--- config.mk ---
export PLATFORM = sky130hd
export DESIGN_NAME = phys_mem_ctrl
export DESIGN_NICKNAME = d
export VERILOG_FILES = /design/src/rtl/phys_mem_ctrl.sv
export SDC_FILE = /design/constraint.sdc
export NUM_CORES = 1
export LEC_CHECK = 0
export CORE_MARGIN = 8
export CORE_UTILIZATION = 40
export DETAILED_ROUTE_END_ITERATION = 6
export PLACE_DENSITY = 0.73
export SLEW_MARGIN = 20
export SYNTH_ARGS = -nofsm -noshare
export SYNTH_HDL_FRONTEND = slang
export SYNTH_SLANG_ARGS = --single-unit
export TNS_END_PERCENT = 100
--- constraint.sdc ---
create_clock -name clk -period 2.3 [get_ports clk]
set_clock_uncertainty 0.05 [all_clocks]
set_input_delay 0.46 -clock clk [delete_from_list [all_inputs] [get_ports clk]]
set_output_delay 0.46 -clock clk [all_outputs]
set_load 0.01 [all_outputs]
--- src/rtl/phys_mem_ctrl.sv ---
// Sequences strobe-less, tag-compared CPU requests into async SRAM read/write cycles; PHYS_MEM_WRITE_FWD_EN adds write-to-read forwarding.
// Busy cycles: read RD_WAIT+2, write WR_SETUP+WR_PULSE+3, out-of-range 2, repeat 0; mem_busy stalls the CPU and inputs are ignored outside IDLE.
module phys_mem_ctrl #(
  parameter int ADDR_WIDTH = 20,
  parameter int RD_WAIT    = 2,
  parameter int WR_SETUP   = 1,
  parameter int WR_PULSE   = 2
) (
  input  logic                  clk,
  input  logic                  rst,
  input  logic [31:0]           mem_addr,
  input  logic [31:0]           mem_data_in,
  input  logic                  mem_is_write,
  output logic [31:0]           mem_data_out,
  output logic                  mem_busy,
  output logic [ADDR_WIDTH-1:0] sram_addr,
  output logic [31:0]           sram_data_o,
  output logic                  sram_data_oe,
  input  logic [31:0]           sram_data_i,
  output logic                  sram_ce_n,
  output logic                  sram_oe_n,
  output logic                  sram_we_n
);

  typedef enum logic [2:0] {IDLE, RD, WS, WP, WH, DONE} state_t;
  localparam int CW = 8;

  state_t                state, state_nxt;
  logic [CW-1:0]         cnt;
  logic                  tag_valid;
  logic [29:0]           tag_addr;
  logic                  tag_write;
  logic [31:0]           tag_wdata;
  logic [ADDR_WIDTH-1:0] lat_addr;
  logic [31:0]           lat_wdata;
  logic [31:0]           rdata;
  logic                  match;
  logic                  in_range;
  logic                  fwd_hit;

  // Write data only matters to the tag for writes; a read is identified by address alone.
  assign match = tag_valid && (tag_addr == mem_addr[31:2]) && (tag_write == mem_is_write) &&
                 (!mem_is_write || (tag_wdata == mem_data_in));
  assign in_range     = (mem_addr >> (ADDR_WIDTH + 2)) == 32'd0;
  assign mem_busy     = (state != IDLE) || !match;
  assign mem_data_out = rdata;
  assign sram_addr    = lat_addr;
  assign sram_data_o  = lat_wdata;

`ifdef PHYS_MEM_WRITE_FWD_EN
  logic        fwd_valid;
  logic [29:0] fwd_addr;
  logic [31:0] fwd_data;

  assign fwd_hit = fwd_valid && !mem_is_write && (fwd_addr == mem_addr[31:2]);

  always_ff @(posedge clk or negedge rst) begin
    if (!rst) begin
      fwd_valid <= 1'b0;
      fwd_addr  <= '0;
      fwd_data  <= '0;
    end else if (state == IDLE && !match && mem_is_write && in_range) begin
      fwd_valid <= 1'b1;
      fwd_addr  <= mem_addr[31:2];
      fwd_data  <= mem_data_in;
    end
  end
`else
  assign fwd_hit = 1'b0;
`endif

  always_ff @(posedge clk or negedge rst) begin
    if (!rst) state <= IDLE;
    else      state <= state_nxt;
  end

  always_comb begin
    state_nxt = state;
    case (state)
      IDLE: if (!match) begin
        if (!in_range || fwd_hit) state_nxt = DONE;
        else if (mem_is_write)    state_nxt = WS;
        else                      state_nxt = RD;
      end
      RD:      if (cnt == '0) state_nxt = DONE;
      WS:      if (cnt == '0) state_nxt = WP;
      WP:      if (cnt == '0) state_nxt = WH;
      WH:      state_nxt = DONE;
      DONE:    state_nxt = IDLE;
      default: state_nxt = IDLE;
    endcase
  end

  // Strobes decode from state alone so reset releases them in the same cycle.
  always_comb begin
    sram_ce_n    = 1'b1;
    sram_oe_n    = 1'b1;
    sram_we_n    = 1'b1;
    sram_data_oe = 1'b0;
    case (state)
      RD: begin
        sram_ce_n = 1'b0;
        sram_oe_n = 1'b0;
      end
      WS, WH: begin
        sram_ce_n    = 1'b0;
        sram_data_oe = 1'b1;
      end
      WP: begin
        sram_ce_n    = 1'b0;
        sram_we_n    = 1'b0;
        sram_data_oe = 1'b1;
      end
      default: ;
    endcase
  end

  always_ff @(posedge clk or negedge rst) begin
    if (!rst) begin
      cnt       <= '0;
      tag_valid <= 1'b0;
      tag_addr  <= '0;
      tag_write <= 1'b0;
      tag_wdata <= '0;
      lat_addr  <= '0;
      lat_wdata <= '0;
      rdata     <= '0;
    end else begin
      case (state)
        IDLE: if (!match) begin
          tag_valid <= 1'b0;
          tag_addr  <= mem_addr[31:2];
          tag_write <= mem_is_write;
          tag_wdata <= mem_data_in;
          lat_addr  <= mem_addr[ADDR_WIDTH+1:2];
          lat_wdata <= mem_data_in;
          if (mem_is_write) cnt <= CW'(WR_SETUP - 1);
          else              cnt <= CW'(RD_WAIT - 1);
`ifdef PHYS_MEM_WRITE_FWD_EN
          if (fwd_hit)                           rdata <= fwd_data;
          else if (mem_is_write && in_range)     rdata <= mem_data_in;
          else if (!mem_is_write && !in_range)   rdata <= '0;
`else
          if (!mem_is_write && !in_range) rdata <= '0;
`endif
        end
        RD: begin
          if (cnt == '0) rdata <= sram_data_i;
          else           cnt   <= cnt - 1'b1;
        end
        WS: begin
          if (cnt == '0) cnt <= CW'(WR_PULSE - 1);
          else           cnt <= cnt - 1'b1;
        end
        WP:      if (cnt != '0) cnt <= cnt - 1'b1;
        DONE:    tag_valid <= 1'b1;
        default: ;
      endcase
    end
  end

endmodule

==> impl_metrics.sql <==
INSERT INTO impl_metrics (metric_group, metric, value, unit) VALUES
('power_and_ir_drop', 'p_leak', '4.152', 'nW'),
('synth', 'postSynthCellCount', '402', ''),
('global_routing', 'grt_start_max_net_pins', '43', ''),
('power_and_ir_drop', 'power', '10.45', 'mW'),
('clocking', 'clk-insertion-delay-late', '350', 'ps'),
('clocking', 'post_cts_hold_buffer_count', '0', ''),
('worst_setup_path', 'crit_path_max_fanout', '3', ''),
('outcome', 'status', 'complete, but fails checks', ''),
('place', 'place.gp.congestion', '0.8448', ''),
('final_layout', 'multi_input_comb_area', '2522', 'sq um'),
('drt', 'drt_first_iter_violations', '125', ''),
('synth', 'ys_seq_elements', '107', ''),
('synth', 'synth_warnings', '0', ''),
('synth', 'syn_area', '5086', 'sq um'),
('synth', 'synth_ff_type', 'sky130_fd_sc_hd__dfrtp_1', ''),
('synth', 'number_of_enable_type_register_cells_in_the_synthesized_netlist', '0', ''),
('timing', 'period_share', '112.9', '%'),
('synth', 'synth.largest_area_cell', 'sky130_fd_sc_hd__dfrtp_1', ''),
('clocking', 'root_buf_cell', 'sky130_fd_sc_hd__clkbuf_16', ''),
('timing', 'post-route-worst-setup-slack', '-295.6', 'ps'),
('timing', 'timing_max_transition_violations_final', '0', ''),
('synth', 'synth_compound_area_share', '9.569', '%'),
('global_routing', 'global_route.overflow_total', '0', ''),
('timing', 'setup_repair_after_global_routing_missed_its_margin', 'true', ''),
('global_routing', 'grt.total_usage', '19.21', '%'),
('drt', 'drt-total-wl', '16260', 'um'),
('synth', 'synth_fa_ha_area_share', '0.4920', '%'),
('drt', 'final_antenna_net_count', '0', ''),
('floorplanning', 'fp.dieArea', '16580', 'sq um'),
('worst_setup_path', 'critPathLaunchType', 'input port', ''),
('outcome', 'failing_checks', 'setup timing', ''),
('timing', 'tightest_slew', '611.2', 'ps'),
('worst_setup_path', 'required', '1790', 'ps'),
('job', 'max_cap_violations', '0', ''),
('synth', 'synth.avg_cell_area', '12.65', 'sq um'),
('clocking', 'tritoncts', 'built', ''),
('synth', 'postSynthNetCount', '503', ''),
('synth', 'post_synth_main_area_contributors', 'sky130_fd_sc_hd__dfrtp_1 (53%), sky130_fd_sc_hd__mux2_2 (14%), sky130_fd_sc_hd__xor2_1 (6.7%)', ''),
('worst_setup_path', 'timing.critical_path.from', 'mem_addr[16]', ''),
('drt', 'wl_per_cell', '19.42', 'um'),
('worst_setup_path', 'timing.setup.critical_path_class', 'in -> out', ''),
('floorplanning', 'chipWidth', '128.8', 'um'),
('timing', 'finalCriticalPeriod', '2596', 'ps'),
('clocking', 'cts_buffers', '9', ''),
('floorplanning', 'die_h', '128.8', 'um'),
('floorplanning', 'placement_rows', '41', ''),
('worst_setup_path', 'worstSetupEndpointType', 'output pin', ''),
('clocking', 'max-clock-path-buffers', '2', ''),
('final_layout', 'area_growth', '68.09', '%'),
('synth', 'synth_async_sr_flop_share', '100.0', '%'),
('timing', 'finalSetupViolCount', '100', ''),
('synth', 'yosysMostFrequentCell', 'sky130_fd_sc_hd__dfrtp_1', ''),
('final_layout', 'drive_above_1_share', '30.92', '%'),
('synth', 'yosys.cell_types.count', '45', ''),
('timing', 'hold_viol_final', '0', ''),
('power_and_ir_drop', 'power_density', '1223', 'nW/um^2'),
('final_layout', 'seqCellArea', '2678', 'sq um'),
('worst_setup_path', 'worstReg2RegStart', 'sram_data_o[21]', ''),
('place', 'io_buffer_count', '185', ''),
('final_layout', 'layout.nets', '760', ''),
('global_routing', 'grt_first_pass_wirelength', '24890', 'um'),
('floorplanning', 'floorplan.io_pins', '188', ''),
('place', 'post-dp-hpwl', '11100', 'um'),
('worst_setup_path', 'r2r_setup_slack', '-250', 'ps'),
('timing', 'final.setup.tns', '-14690', 'ps'),
('worst_setup_path', 'crit-reg2reg-capture', 'sram_data_o[17]', ''),
('timing', 'slew-limit-headroom', '58.87', '%'),
('worst_setup_path', 'crit_arrival', '2090', 'ps'),
('global_routing', 'grt_pass1_vias', '4695', ''),
('hold_path', 'holdCritPathClass', 'in -> async', ''),
('power_and_ir_drop', 'worst_supply_voltage_drop_on_vdd', '0.0007311', 'V');
## state kept, by name, summed over array words and instances (netlist names)
register      cells
mem_data_out     32
sram_data_o      32
tag_addr         30
cnt               8
state             3
tag_valid         1
tag_write         1
## layer usage
metal  wire length, um  track usage (%)  share of wire [%]  vias to the layer above
met5                 0                0                  0                        -
li1                  -                -                  -                     1945
met4               320            6.634                2.0                        0
met3               911            5.958                5.6                       26
met2              8670            33.84                 53                      112
met1              6356            21.49                 39                     2103
## cell families (layout without fill, tap and decap cells)
kind of cell,Yosys count,count (layout)
flops,107,107
fa+ha+maj,2,2
compound gates,68,68
xor+xnor,62,62
other cells,0,2
simple gates,57,57
mux,65,65
buf+inv,41,302
## worst min path at each step
stage	start	end	depth (start not counted)
final	rst	mem_data_out[16]	1
after global routing	rst	mem_data_out[16]	1
after CTS	rst	mem_data_out[20]	1
after detailed placement	mem_data_out[18]	mem_data_out[18]	1
after global placement	mem_data_out[4]	mem_data_out[4]	1
after floorplan	rst	cnt[0]	0
## layout by cell type, fill, tap and decap left out, types with 2 or more instances in the layout
master / count
sky130_fd_sc_hd__clkbuf_1: 2
sky130_fd_sc_hd__nor2_1: 7
sky130_fd_sc_hd__or4_4: 3
sky130_fd_sc_hd__ha_1: 2
sky130_fd_sc_hd__nor4_1: 6
sky130_fd_sc_hd__mux2_4: 64
sky130_fd_sc_hd__dlygate4sd2_1: 26
sky130_fd_sc_hd__o21ai_2: 3
sky130_fd_sc_hd__buf_4: 75
sky130_fd_sc_hd__nor3_1: 4
sky130_fd_sc_hd__xnor2_2: 2
sky130_fd_sc_hd__clkdlybuf4s50_1: 137
sky130_fd_sc_hd__inv_1: 6
sky130_fd_sc_hd__nor4_2: 7
sky130_fd_sc_hd__xnor2_1: 21
sky130_fd_sc_hd__nand2_1: 6
sky130_fd_sc_hd__dlymetal6s2s_1: 20
sky130_fd_sc_hd__a21oi_1: 6
sky130_fd_sc_hd__xor2_1: 39
sky130_fd_sc_hd__diode_2: 2
sky130_fd_sc_hd__buf_6: 7
sky130_fd_sc_hd__o21ai_0: 8
sky130_fd_sc_hd__dfrtp_1: 107
sky130_fd_sc_hd__buf_16: 2
sky130_fd_sc_hd__nand4_1: 7
sky130_fd_sc_hd__clkbuf_16: 11
sky130_fd_sc_hd__clkbuf_8: 2
sky130_fd_sc_hd__buf_12: 9
sky130_fd_sc_hd__buf_8: 2
sky130_fd_sc_hd__nand2b_1: 2
sky130_fd_sc_hd__o21ai_4: 3
sky130_fd_sc_hd__o21ai_1: 7
sky130_fd_sc_hd__a22o_1: 32
## report_power, final
part	switching, mW	internal [mW]	leakage, nW
clock network	0.687	0.898	0.146
logic	1.94	3.46	2.72
registers	0.653	2.82	1.29
## repair_timing
action	in CTS	in global routing
pin swaps	22	32
cloned	8	2
setup endpoints to repair	107	107
resized for setup	116	55
setup buffers	10	3
## layout make-up
cell class,count,share of cell area [%]
inverter,6,0.2634
clock buffer,13,3.044
antenna,2,0.05854
tap,172,2.517
multi-input combinational,254,29.50
timing repair buffer,281,32.88
clock inverter,2,0.4098
sequential,107,31.32
## critical path: stages
cell	delay (ps)
sky130_fd_sc_hd__clkdlybuf4s50_1	440
sky130_fd_sc_hd__xor2_1	170
sky130_fd_sc_hd__nor4_1	410
sky130_fd_sc_hd__and4_4	330
sky130_fd_sc_hd__o211ai_1	100
sky130_fd_sc_hd__buf_2	170
## stage by stage
stage / instances / hold WS (ps) / instance area [sq um] / utilization [%]
after floorplan: 402 / 114.4 / 5092 / -
after detailed placement: 806 / 430.7 / 7587 / 60.62
after CTS: 839 / 71.43 / 8481 / 67.75
after global placement: 806 / 432.4 / 7587 / 60.62
final: 837 / 55.18 / 8549 / 68.30
after global routing: 837 / 90.75 / 8549 / 68.30
Power figures use the tool's default switching activity.
